[src/rtl/digit_frame_pkg.sv]
// Shared constants, FSM state type and 4x8 digit font for the digit frame path.
package digit_frame_pkg;

    localparam int unsigned GLYPH_W     = 4;
    localparam int unsigned GLYPH_ROWS  = 8;
    localparam int unsigned GLYPH_BITS  = GLYPH_W * GLYPH_ROWS;
    localparam int unsigned NUM_GLYPHS  = 10;
    localparam int unsigned ROW_IDX_W   = 3;

    typedef enum logic [1:0] {
        S_IDLE   = 2'd0,
        S_BUILD  = 2'd1,
        S_STREAM = 2'd2
    } state_t;

    // Element 7 is row 0 so the packed glyph reads top row first in hex.
    typedef logic [GLYPH_ROWS-1:0][GLYPH_W-1:0] glyph_t;

    localparam glyph_t FONT [NUM_GLYPHS] = '{
        32'h0EAAAE00,   // 0
        32'h026A2200,   // 1
        32'h0E2E8E00,   // 2
        32'h0E262E00,   // 3
        32'h0AAE2200,   // 4
        32'h0E8E2E00,   // 5
        32'h0E8EAE00,   // 6
        32'h0E264400,   // 7
        32'h0EAEAE00,   // 8
        32'h0EAE2E00    // 9
    };

endpackage

[src/rtl/digit_frame_builder_glyph_rom.sv]
// Combinational font lookup; non-decimal codes and blanked digits render empty.
module glyph_rom
    import digit_frame_pkg::*;
(
    input  logic [GLYPH_W-1:0]    digit,
    input  logic                  blank,
    output logic [GLYPH_BITS-1:0] glyph
);

    // Font table lookup with a blank override
    always_comb begin
        glyph = '0;
        if (!blank) begin
            for (int i = 0; i < int'(NUM_GLYPHS); i++) begin
                if (digit == GLYPH_W'(i)) begin
                    glyph = FONT[i];
                end
            end
        end
    end

endmodule

[src/rtl/digit_frame_builder.sv]
// BCD-to-bitmap frame builder: renders one digit per cycle into a shadow
// buffer, commits the whole frame at once, then streams it row by row.
// Optional per-digit blinking is compiled in with DIGIT_BLINK_EN.
module digit_frame_builder
    import digit_frame_pkg::*;
#(
    parameter int unsigned NUM_DIGITS      = 4,
    parameter int unsigned LEAD_ZERO_BLANK = 0
`ifdef DIGIT_BLINK_EN
    ,
    parameter int unsigned BLINK_HALF      = 25_000_000
`endif
) (
    input  logic                                      clk,
    input  logic                                      rst,
    input  logic                                      in_valid,
    output logic                                      in_ready,
    input  logic [GLYPH_W*NUM_DIGITS-1:0]             in_bcd,
`ifdef DIGIT_BLINK_EN
    input  logic [NUM_DIGITS-1:0]                     blink_mask,
`endif
    output logic [GLYPH_ROWS*GLYPH_W*NUM_DIGITS-1:0]  frame_data,
    output logic                                      frame_valid,
    output logic                                      row_valid,
    input  logic                                      row_ready,
    output logic [GLYPH_W*NUM_DIGITS-1:0]             row_data,
    output logic [ROW_IDX_W-1:0]                      row_idx,
    output logic                                      row_last
);

    localparam int unsigned RW = GLYPH_W * NUM_DIGITS;
    localparam int unsigned KW = (NUM_DIGITS > 1) ? $clog2(NUM_DIGITS) : 1;

    state_t                          state_q;
    state_t                          state_d;
    logic                            accept;
    logic                            commit;
    logic                            row_hs;

    logic [RW-1:0]                   bcd_q;
    logic [KW-1:0]                   k_q;
    logic                            lead_q;
    logic [GLYPH_ROWS-1:0][RW-1:0]   shadow_q;
    logic [GLYPH_ROWS-1:0][RW-1:0]   shadow_d;
    logic [GLYPH_ROWS-1:0][RW-1:0]   frame_q;

    logic [GLYPH_W-1:0]              cur_digit;
    logic                            last_digit;
    logic                            blink_blank;
    logic                            blank;
    glyph_t                          glyph;
    logic [ROW_IDX_W-1:0]            row_next;

    assign cur_digit  = bcd_q[RW-1 -: GLYPH_W];
    assign last_digit = (k_q == KW'(NUM_DIGITS - 1));
    assign row_next   = row_idx + ROW_IDX_W'(1);
    assign frame_data = frame_q;

`ifdef DIGIT_BLINK_EN
    localparam int unsigned BCW = (BLINK_HALF > 1) ? $clog2(BLINK_HALF) : 1;

    logic [BCW-1:0]        blink_cnt;
    logic                  blink_phase;
    logic [NUM_DIGITS-1:0] mask_q;
    logic                  blink_off_q;

    // Free-running blink phase; phase 0 is "on"
    always_ff @(posedge clk or posedge rst) begin
        if (rst) begin
            blink_cnt   <= '0;
            blink_phase <= 1'b0;
        end else if (blink_cnt == BCW'(BLINK_HALF - 1)) begin
            blink_cnt   <= '0;
            blink_phase <= ~blink_phase;
        end else begin
            blink_cnt   <= blink_cnt + BCW'(1);
        end
    end

    // Mask and phase are frozen for the whole frame at acceptance
    always_ff @(posedge clk or posedge rst) begin
        if (rst) begin
            mask_q      <= '0;
            blink_off_q <= 1'b0;
        end else if (accept) begin
            mask_q      <= blink_mask;
            blink_off_q <= blink_phase;
        end else if (state_q == S_BUILD) begin
            mask_q      <= mask_q << 1;
        end
    end

    assign blink_blank = blink_off_q && mask_q[NUM_DIGITS-1];
`else
    assign blink_blank = 1'b0;
`endif

    // Leading zeros blank only while every earlier digit was also zero
    assign blank = blink_blank ||
                   ((LEAD_ZERO_BLANK != 0) && lead_q && (cur_digit == '0) && !last_digit);

    glyph_rom u_glyph_rom (
        .digit (cur_digit),
        .blank (blank),
        .glyph (glyph)
    );

    // Shift the current glyph into the low nibble of every row; digit 0 ends up on top
    always_comb begin
        shadow_d = shadow_q;
        for (int r = 0; r < int'(GLYPH_ROWS); r++) begin
            shadow_d[r] = (shadow_q[r] << GLYPH_W) | RW'(glyph[r]);
        end
    end

    // Next-state and handshake decode
    always_comb begin
        state_d = state_q;
        accept  = 1'b0;
        commit  = 1'b0;
        row_hs  = 1'b0;
        case (state_q)
            S_IDLE: begin
                if (in_valid && in_ready) begin
                    accept  = 1'b1;
                    state_d = S_BUILD;
                end
            end
            S_BUILD: begin
                if (last_digit) begin
                    commit  = 1'b1;
                    state_d = S_STREAM;
                end
            end
            S_STREAM: begin
                if (row_valid && row_ready) begin
                    row_hs = 1'b1;
                    if (row_last) begin
                        state_d = S_IDLE;
                    end
                end
            end
            default: state_d = S_IDLE;
        endcase
    end

    // State register and input handshake
    always_ff @(posedge clk or posedge rst) begin
        if (rst) begin
            state_q  <= S_IDLE;
            in_ready <= 1'b1;
        end else begin
            state_q  <= state_d;
            in_ready <= (state_d == S_IDLE);
        end
    end

    // Capture and per-digit rendering into the shadow buffer
    always_ff @(posedge clk or posedge rst) begin
        if (rst) begin
            bcd_q    <= '0;
            k_q      <= '0;
            lead_q   <= 1'b0;
            shadow_q <= '0;
        end else if (accept) begin
            bcd_q    <= in_bcd;
            k_q      <= '0;
            lead_q   <= 1'b1;
            shadow_q <= '0;
        end else if (state_q == S_BUILD) begin
            bcd_q    <= bcd_q << GLYPH_W;
            k_q      <= k_q + KW'(1);
            lead_q   <= lead_q && (cur_digit == '0);
            shadow_q <= shadow_d;
        end
    end

    // Atomic frame commit and row streaming
    always_ff @(posedge clk or posedge rst) begin
        if (rst) begin
            frame_q     <= '0;
            frame_valid <= 1'b0;
            row_valid   <= 1'b0;
            row_data    <= '0;
            row_idx     <= '0;
            row_last    <= 1'b0;
        end else begin
            frame_valid <= commit;
            if (commit) begin
                frame_q   <= shadow_d;
                row_valid <= 1'b1;
                row_idx   <= '0;
                row_data  <= shadow_d[GLYPH_ROWS-1];
                row_last  <= 1'b0;
            end else if (row_hs) begin
                if (row_last) begin
                    row_valid <= 1'b0;
                end else begin
                    row_idx   <= row_next;
                    row_data  <= frame_q[~row_next];
                    row_last  <= (row_next == ROW_IDX_W'(GLYPH_ROWS - 1));
                end
            end
        end
    end

endmodule

[config.mk]
export PLATFORM = sky130hd
export DESIGN_NAME = digit_frame_builder
export DESIGN_NICKNAME = d
export VERILOG_FILES = /design/src/rtl/digit_frame_pkg.sv /design/src/rtl/digit_frame_builder_glyph_rom.sv /design/src/rtl/digit_frame_builder.sv
export SDC_FILE = /design/constraint.sdc
export NUM_CORES = 1
export LEC_CHECK = 0
export CAP_MARGIN = 20
export CELL_PAD_IN_SITES_DETAIL_PLACEMENT = 1
export CELL_PAD_IN_SITES_GLOBAL_PLACEMENT = 1
export CORE_MARGIN = 5
export CORE_UTILIZATION = 38
export CTS_BUF_LIST = sky130_fd_sc_hd__clkbuf_16
export CTS_CLUSTER_SIZE = 25
export DETAILED_ROUTE_END_ITERATION = 8
export GPL_TIMING_DRIVEN = 0
export PLACE_DENSITY_LB_ADDON = 0.1
export RECOVER_POWER = 50
export SYNTH_ARGS = -nofsm -noshare
export SYNTH_HDL_FRONTEND = slang
export SYNTH_SLANG_ARGS = --single-unit
export TNS_END_PERCENT = 100
[constraint.sdc]
create_clock -name clk -period 6.4 [get_ports clk]
set_input_delay 1.92 -clock clk [delete_from_list [all_inputs] [get_ports clk]]
set_output_delay 1.92 -clock clk [all_outputs]
set_load 0.02 [all_outputs]
==> run metrics, run 1 <==
vias in the first global route=5390; syn_area_per_cell=10.8 um2; largest net degree at the start of global routing=98; worst hold slack=0.482 ns; Clock Path Buffers=2; H-tree level count=4; grt total ovfl=0; area share of the largest cell type after synthesis=0.505; DR vias/cell=4.93; Crit Path Max Fanout=10; setup ws final=2.91 ns; Netlist cell types=51; Post-synth EDFFs=0; Routed WL per cell=19.7 um; failing checks=capacitance limit, slew limit; Fin Setup TNS=0 ns; register bit count reported by yosys=130; Syn Inst Count=591; clk_lat worst skew=0.41 ns; clk slew on worst S/H paths=0.05 ns; Max Cap Violations=1; core area=16500 um2; fin crit share=0.546; status=complete, but fails checks; number of DRC markers in iteration 0=330; io pins=171; Non-Filler Instances=1011; Synth async-reset ratio=1.00; ant diodes=0; Clock Skew=0.00677 ns; Rel. slew slack=-0.0656; hold crit path type=reg2reg; hold path depth=1; unrepaired setup endpoints after global routing=false; dpl cells=981; final wirelength=19900 um; Pleak=4.02 nW; CP endpoint kind=flip-flop; ys flop type=dfrtp_1; Cell Pwr Density=537 nW/um2; # fillers=1817; multi-input logic area=2540 um2; count of final setup violators=0; Required @ worst endpoint=6.70 ns; Placer Congestion=0.828; total global routing track utilization=0.207; dominant cell type by area after synthesis=dfrtp_1; DRC Markers=0; Initial Util=0.387; Synth warnings=0; Die W=140 um; TritonCTS clock tree=built; share of layout cells above drive strength 1=0.186; clk root buf=clkbuf_16; Final Hold Fails=0; Rows=47; cts repair resizes=0; Power, Total=0.00456 W; detailed placement HPWL=14600 um; Detail Route Antenna Nets=0; antenna violations before repair=0; Seq/Total Area, Yosys=0.509; clk sink count=130; NumNets Final=803; Peak VDD IR=0.237 mV; first-pass GRT wire length=31600 um; worst slew pin tran=1.59 ns; reg2reg path depth=8; final count of pins violating max slew=34; Post-Syn Area=6390 um2; Critical Path Start Type=input port; I/O Buffers=98; Die Ht=140 um; vias=4989; CTS buffer count=17; fin crit period=3.49 ns; # hold bufs at CTS=0; setup bufs post-CTS=0; DR pass1 iterations=4; Setup WS pre-CTS=2.78 ns; CP arrival=3.79 ns; fmax=286 MHz; die area=19500 um2; synth-to-layout area growth=32.7%; kind of critical path=in2reg; flip-flop and latch area=3250 um2; top cells by area, synth=dfrtp_1 51%, buf_4 10%, mux2_1 8.6%, nand2_1 5.3%, o21ai_1 3.5%
## state kept, by name, indices dropped and copies added, names as in the netlist, 2 cells and up
signal and flops:
state_q 2, row_data 12, frame_data 52, k_q 2
shadow_q 39, row_idx 3, bcd_q 16
## through the flow
step	area (um2)	utilization
after floorplan	6660	-
after global placement	7910	0.479
after detailed placement	7950	0.481
after CTS	8520	0.515
after global routing	8480	0.513
final	8480	0.513
## final cells by class
| class | count | share of cell area |
|---|---|---|
| flip-flops and latches | 130 | 0.384 |
| multi-input cells | 402 | 0.300 |
| repair buffers | 99 | 0.119 |
| plain buffers | 123 | 0.0939 |
| clock buffers | 17 | 0.0502 |
| well taps | 220 | 0.0325 |
| clock inverters | 13 | 0.0173 |
| inverters | 7 | 0.00325 |
## routing by layer
metal  share of wire  wire length, um  global-route usage
met1            0.44             8730               0.270
met2            0.49             9700               0.342
met3           0.053             1050              0.0460
met4           0.023              459              0.0719
met5               0                0                   0
## critical path: stages
cell and delay [ns]:
clkdlybuf4s50_1 0.45, and4bb_1 0.20, clkbuf_1 0.30, clkbuf_1 0.55, nor3_1 0.09, a221o_1 0.27
## cell usage after synthesis, drive strengths merged (2+ instances only)
library cell,instances
a211oi,4
a21boi,2
a21o,9
a21oi,4
a22o,15
a311oi,8
a32oi,12
and2,6
buf,111
clkbuf,12
dfrtp,129
ha,3
inv,7
mux2,62
mux2i,3
nand2,90
nand2b,3
nand3,22
nand3b,2
nand4,4
nor2b,3
o211ai,2
o21a,3
o21ai,45
o21bai,3
o22ai,2
o2bb2ai,5
o31ai,2
xnor2,2
## placed cells by master (no fill, tap or decap), drive strengths merged, types with 3 or more instances in the layout
cell and count:
buf 103, a21o 9, and2 6, a32oi 12, o21a 3, a211oi 4
clkinv 7, a21oi 4, dfrtp 129, a22o 15, nor2b 3, bufinv 3
o2bb2ai 5, clkbuf 38, mux2i 3, conb 72, mux2 62, o21bai 3
nand4 4, nand3 22, a311oi 8, nand2 90, clkinvlp 3, clkdlybuf4s50 96
nand2b 3, o21ai 45, inv 7, ha 3
## final timing paths
check,startpoint,slack [ns],to
setup reg to reg,row_idx[0],3.56,row_data[6]
hold reg to reg,bcd_q[11],0.48,bcd_q[11]
max in group asynchronous,rst,2.96,row_last
hold / removal,bcd_q[11],0.48,bcd_q[11]
min in group asynchronous,rst,2.33,bcd_q[8]
setup / recovery,in_valid,2.91,bcd_q[14]
## cells by family after synthesis
group / after synthesis / synth area share
AOI/OAI and AO/OA: 121 / 0.132
xor gates and xnor gates: 3 / 0.00411
adders and majority gates: 3 / 0.00587
buffers and inverters: 130 / 0.134
DFF: 130 / 0.509
muxes: 65 / 0.114
other: 1 / 0.000587
and+or+nand+nor: 138 / 0.100
## power breakdown
part	total [W]	internal (W)	switching, W
clock	0.000952	0.000601	0.000351
combinational	0.00213	0.000908	0.00122
sequential	0.00148	0.00118	0.000297
No activity file was read; power rests on OpenSTA's default activity.
==> run 2, diff against run 1 <==
==> constraint.sdc (replaced) <==
create_clock -name clk -period 3.4 [get_ports clk]
set_input_delay 1.02 -clock clk [delete_from_list [all_inputs] [get_ports clk]]
set_output_delay 1.02 -clock clk [all_outputs]
set_load 0.02 [all_outputs]
==> run 2 against run 1 <==
  * Worst hold slack got worse by 0.0026 ns
  * Sequential power rose by 88%
  * The flow now finishes without violations
  * Non-clock buffer count rose by 2
  * Largest power group unchanged
  * Clock-buffer cell count did not move
==> run metrics, run 2 (synthesis gave the netlist of run 1 again) <==
die area=19500 um2 (unchanged); Clock Skew=0.00960 ns (+0.00283 ns); Reg-to-Reg Start=row_idx[0]; Die W=140 um (unchanged); clk sink count=130 (unchanged); max reg flops=52 (unchanged); Clock power frac=0.201 (-0.008); Internal=0.00499 W (+86%); hold crit path type=reg2reg; Final Hold Fails=0 (unchanged); ant diodes=0 (unchanged); grt total ovfl=0 (unchanged); total global routing track utilization=0.213 (+0.00604); Placer Congestion=0.820 (-0.93%); setup bufs post-CTS=0 (unchanged); status=finished clean; Die Ht=140 um (unchanged); final wirelength=20400 um (+2.4%); Detail Route Antenna Nets=0 (unchanged); Fin Setup TNS=0 ns (unchanged); first-pass GRT wire length=32400 um (+2.7%); vias=5064 (+1.5%); share of layout cells above drive strength 1=0.189 (+0.00284); # hold bufs at CTS=0 (unchanged); Critical Path Start Type=flip-flop; switching power total=0.00353 W (+89%); Cell Pwr Density=1010 nW/um2 (+87%); commonest non-fill, non-tap cell in the layout=dfrtp_1; kind of critical path=reg2reg; Pleak=4.03 nW (about the same); clk root buf=clkbuf_16; unrepaired setup endpoints after global routing=false; detailed placement HPWL=15100 um (+3.3%); Max Cap Violations=0 (-1); largest net degree at the start of global routing=44 (-55%); Peak VDD IR=0.540 mV (+130%); io pins=171 (unchanged); power share of the sequential group=0.327 (+0.003); fin crit period=2.92 ns; CTS buffer count=17 (unchanged); CP endpoint kind=flip-flop; Required @ worst endpoint=3.74 ns (-2.96 ns); number of DRC markers in iteration 0=338 (+2.4%); DR pass1 iterations=4 (unchanged); synth-to-layout area growth=32.5%; worst hold slack=0.479 ns (-0.00262 ns); antenna violations before repair=0 (unchanged); cts repair resizes=0 (unchanged); most frequent cells in the layout=129 x dfrtp_1, 97 x clkdlybuf4s50_1, 90 x nand2_1; vias in the first global route=5616 (+4.2%); Critical Path Start=row_idx[0]; Gate power share=0.472 (+0.005); DRC Markers=0 (unchanged); Rows=47 (unchanged); clk_lat worst skew=0.42 ns (about the same); Sw Ratio=0.415 (+0.00442); Initial Util=0.387 (unchanged); TritonCTS clock tree=built; final count of pins violating max slew=0 (-100%); core area=16500 um2 (unchanged); clk slew on worst S/H paths=0.06 ns (about the same); Clock Path Buffers=2 (unchanged); CP arrival=3.26 ns (-0.53 ns); worst slew pin tran=1.09 ns (-0.500 ns); Crit Path Max Fanout=10 (unchanged); NumNets Final=805 (+0.25%); count of final setup violators=0 (unchanged); I/O Buffers=98 (unchanged); fin crit share=0.859; DR vias/cell=4.99 (+1.1%); Rel. slew slack=0.274 (+0.339); H-tree level count=4 (unchanged); Routed WL per cell=20.1 um (+2.0%); fmax=342 MHz; min-delay src=bcd_q[11]
-- run 2: cell type report --
cell class              instances  area [um2]
clock buffers                  17         425
clock inverters                15         124
flip-flops and latches        130        3250
plain buffers                 123         805
multi-input cells             402        2550
fillers                      1849        8060
well taps                     220         275
repair buffers                101        1010
inverters                       7        27.5
-- run 2: routing by layer --
metal,vias up,wire length (um),GRT usage
met4,0,344,0.0724
met3,20,1520,0.0436
met2,201,10200,0.356
li1,2305,-,-
met5,-,0,0
met1,2538,8360,0.277
-- run 2: final timing paths --
| path | cells after the start | endpoint | slack, ns |
|---|---|---|---|
| setup / recovery | 8 | row_data[10] | 0.48 |
| hold / removal | 1 | bcd_q[11] | 0.48 |
| setup reg to reg | 8 | row_data[10] | 0.48 |
| hold reg to reg | 1 | bcd_q[11] | 0.48 |
| max in group asynchronous | 4 | frame_data[42] | 0.84 |
| min in group asynchronous | 2 | bcd_q[11] | 1.11 |
-- run 2: critical path, cell delays in order (launching register included) --
cell	delay, ns
dfrtp_1	0.36
buf_2	0.35
clkbuf_1	0.43
inv_1	0.23
ha_1	0.43
inv_1	0.14
clkbuf_1	0.41
nand3_1	0.23
a32oi_1	0.24
-- run 2: per-stage QoR --
stage / power [W] / instances / utilization / instance area (um2) / setup slack, ns
after global placement: 0.00672 / 980 / 0.479 / 7920 / -0.437
after global routing: 0.00903 / 1015 / 0.513 / 8470 / 0.299
after floorplan: 0.00506 / 662 / - / 6660 / 0.772
after CTS: 0.00863 / 1015 / 0.516 / 8530 / 0.493
after detailed placement: 0.00687 / 983 / 0.483 / 7980 / 0.521
final: 0.00853 / 1015 / 0.513 / 8470 / 0.480
-- run 2: power groups by stage --
stage | Sequential (W) | Clock [W] | Combinational [W]
detailed placement | 0.00281 | 0 | 0.00406
finish | 0.00278 | 0.00172 | 0.00402
global route | 0.00288 | 0.00181 | 0.00433
global placement | 0.00277 | 0 | 0.00395
floorplan | 0.00303 | 0 | 0.00202
CTS | 0.00280 | 0.00174 | 0.00409
==> run 3, diff against run 2 <==
--- a/config.mk
+++ b/config.mk
@@ -9,10 +9,11 @@
 export CELL_PAD_IN_SITES_DETAIL_PLACEMENT = 1
 export CELL_PAD_IN_SITES_GLOBAL_PLACEMENT = 1
 export CORE_MARGIN = 5
-export CORE_UTILIZATION = 38
+export CORE_UTILIZATION = 49
 export CTS_BUF_LIST = sky130_fd_sc_hd__clkbuf_16
 export CTS_CLUSTER_SIZE = 25
 export DETAILED_ROUTE_END_ITERATION = 8
+export DONT_BUFFER_PORTS = 1
 export GPL_TIMING_DRIVEN = 0
 export PLACE_DENSITY_LB_ADDON = 0.1
 export RECOVER_POWER = 50
==> run 3 against run 2 <==
  * The flow now finishes with violations (capacitance limit, slew limit)
  * Critical path depth is the same
  * Setup slack lost 0.079 ns
  * Via count shrank 6.2%
  * Non-clock buffer count shrank 98
  * First-iteration DRC count shrank 5.0%
  * Clock power grew 5%
  * Cell count shrank 15%
  * Clock skew shrank 0.0019 ns
  * Sequential power grew 18%
  * Sequential cell count is the same
  * Global-route usage grew 4.1 points
  * Wire length shrank 5.2%
  * Critical path type unchanged
  * Highest routed layer unchanged
==> run metrics, run 3 (synthesis gave the netlist of run 1 again) <==
TritonCTS clock tree=built; I/O Buffers=0 (-100%); fin crit period=3.00 ns (+0.0787 ns); Top Layer Used=met4; Peak VDD IR=0.671 mV (+24%); clk slew on worst S/H paths=0.06 ns (about the same); M1 WL=7450 um (-11%); worst slew pin tran=1.53 ns (+0.437 ns); Clock Path Buffers=2 (unchanged); Internal=0.00438 W (-12%); DR vias/cell=5.48 (+9.8%); total global routing track utilization=0.255 (+0.0413); Layout Utilization=0.587 (+0.0746); core area=12700 um2 (-23%); first-pass GRT wire length=30600 um (-5.7%); max reg flops=52 (unchanged); worst hold slack=0.474 ns (-0.00496 ns); CP arrival=3.34 ns (+0.08 ns); failing checks=capacitance limit, slew limit; ant diodes=0 (unchanged); Final Hold Fails=0 (unchanged); count of final setup violators=0 (unchanged); Clock power frac=0.231 (+0.030); Placer Congestion=0.853 (+4.0%); Initial Util=0.502 (+0.116); Pleak=3.68 nW (-8.6%); clk_lat worst skew=0.43 ns (about the same); # hold bufs at CTS=0 (unchanged); fin crit share=0.882 (+0.0232); grt total ovfl=0 (unchanged); largest net degree at the start of global routing=37 (-16%); cts repair resizes=0 (unchanged); Required @ worst endpoint=3.74 ns (about the same); die area=15400 um2 (-21%); vias=4748 (-6.2%); DR pass1 iterations=4 (unchanged); Rel. slew slack=-0.0190 (-0.293); status=complete, but fails checks; CP delay by family, top=buffers and inverters; setup bufs post-CTS=0 (unchanged); share of layout cells above drive strength 1=0.214 (+0.0257); CP endpoint kind=flip-flop; power share of the sequential group=0.418 (+0.091); most frequent cells in the layout=129 x dfrtp_1, 90 x nand2_1, 85 x buf_4; met2 wire length=9490 um (-6.9%); switching power total=0.00344 W (-2.7%); WP buf/inv=5 (unchanged); fmax=333 MHz (-2.6%); io pins=171 (unchanged); final wirelength=19400 um (-5.2%); clk sink count=130 (unchanged); Max Cap Violations=1 (+1); H-tree level count=4 (unchanged); number of DRC markers in iteration 0=321 (-5.0%); Clock Skew=0.00769 ns (-0.00191 ns); detailed placement HPWL=13800 um (-8.2%); Die W=124 um (-11%); clk root buf=clkbuf_16; Fin Setup TNS=0 ns (unchanged); final count of pins violating max slew=30 (+30); unrepaired setup endpoints after global routing=false; synth-to-layout area growth=16.9%; Cell Pwr Density=1050 nW/um2 (+3.9%); Routed WL per cell=22.3 um (+11%); Gate power share=0.351 (-0.121); CTS buffer count=17 (unchanged); worst-path cell chain=buf_2 > clkbuf_1 > inv_1 > ha_1 > inv_1 > clkbuf_1 > nand3_1 > a32oi_1; vias in the first global route=5143 (-8.4%); DR WL met3=2010 um (+32%); max incr delay on CP=0.48 ns (+0.05 ns); Rows=41 (-13%); DRC Markers=0 (unchanged); Sw Ratio=0.440 (+0.0255); commonest non-fill, non-tap cell in the layout=dfrtp_1; NumNets Final=707 (-12%); Die Ht=124 um (-11%); Crit Path Max Fanout=10 (unchanged); antenna violations before repair=0 (unchanged); Critical Path Start Type=flip-flop; CP max-delay cell=dfrtp_1; kind of critical path=reg2reg; hold crit path type=reg2reg; Detail Route Antenna Nets=0 (unchanged)
-- run 3: layout make-up --
type	count	area [um2]
buffer	123	803
clock buffer	17	425
clock inverter	13	146
fill	1403	5250
inverter	7	27.5
multi-input combinational	402	2540
sequential	130	3250
tap	172	215
timing repair buffer	3	52.6
-- run 3: power by group through the flow --
stage | clock network [W] | logic (W) | registers, W
final | 0.00181 | 0.00274 | 0.00327
after global routing | 0.00189 | 0.00299 | 0.00336
after CTS | 0.00182 | 0.00278 | 0.00328
after detailed placement | 0 | 0.00273 | 0.00329
after global placement | 0 | 0.00263 | 0.00326
after floorplan | 0 | 0.00202 | 0.00303
-- run 3: final timing paths --
| check | startpoint | to | slack, ns | cells after the start |
|---|---|---|---|---|
| worst max-delay path | row_idx[0] | row_data[14] | 0.40 | 8 |
| worst min-delay path | bcd_q[11] | bcd_q[11] | 0.47 | 1 |
| worst max register to register | row_idx[0] | row_data[14] | 0.40 | 8 |
| worst min register to register | bcd_q[11] | bcd_q[11] | 0.47 | 1 |
| max in group asynchronous | rst | in_ready | 0.56 | 3 |
| min in group asynchronous | rst | frame_data[54] | 0.78 | 1 |
-- run 3: per-layer routing --
metal | track usage | vias up
met5 | 0 | -
met4 | 0.0690 | 0
met3 | 0.103 | 29
met2 | 0.420 | 220
met1 | 0.311 | 2387
li1 | - | 2112
-- run 3: stage by stage --
stage	instances	area [um2]	worst slack (ns)	total power, W
2_1_floorplan	662	6660	0.772	0.00506
3_3_place_gp	834	6880	0.0889	0.00589
3_5_place_dp	837	6940	0.480	0.00603
4_1_cts	867	7510	0.463	0.00788
5_1_grt	867	7470	0.112	0.00825
6_report	867	7470	0.401	0.00782
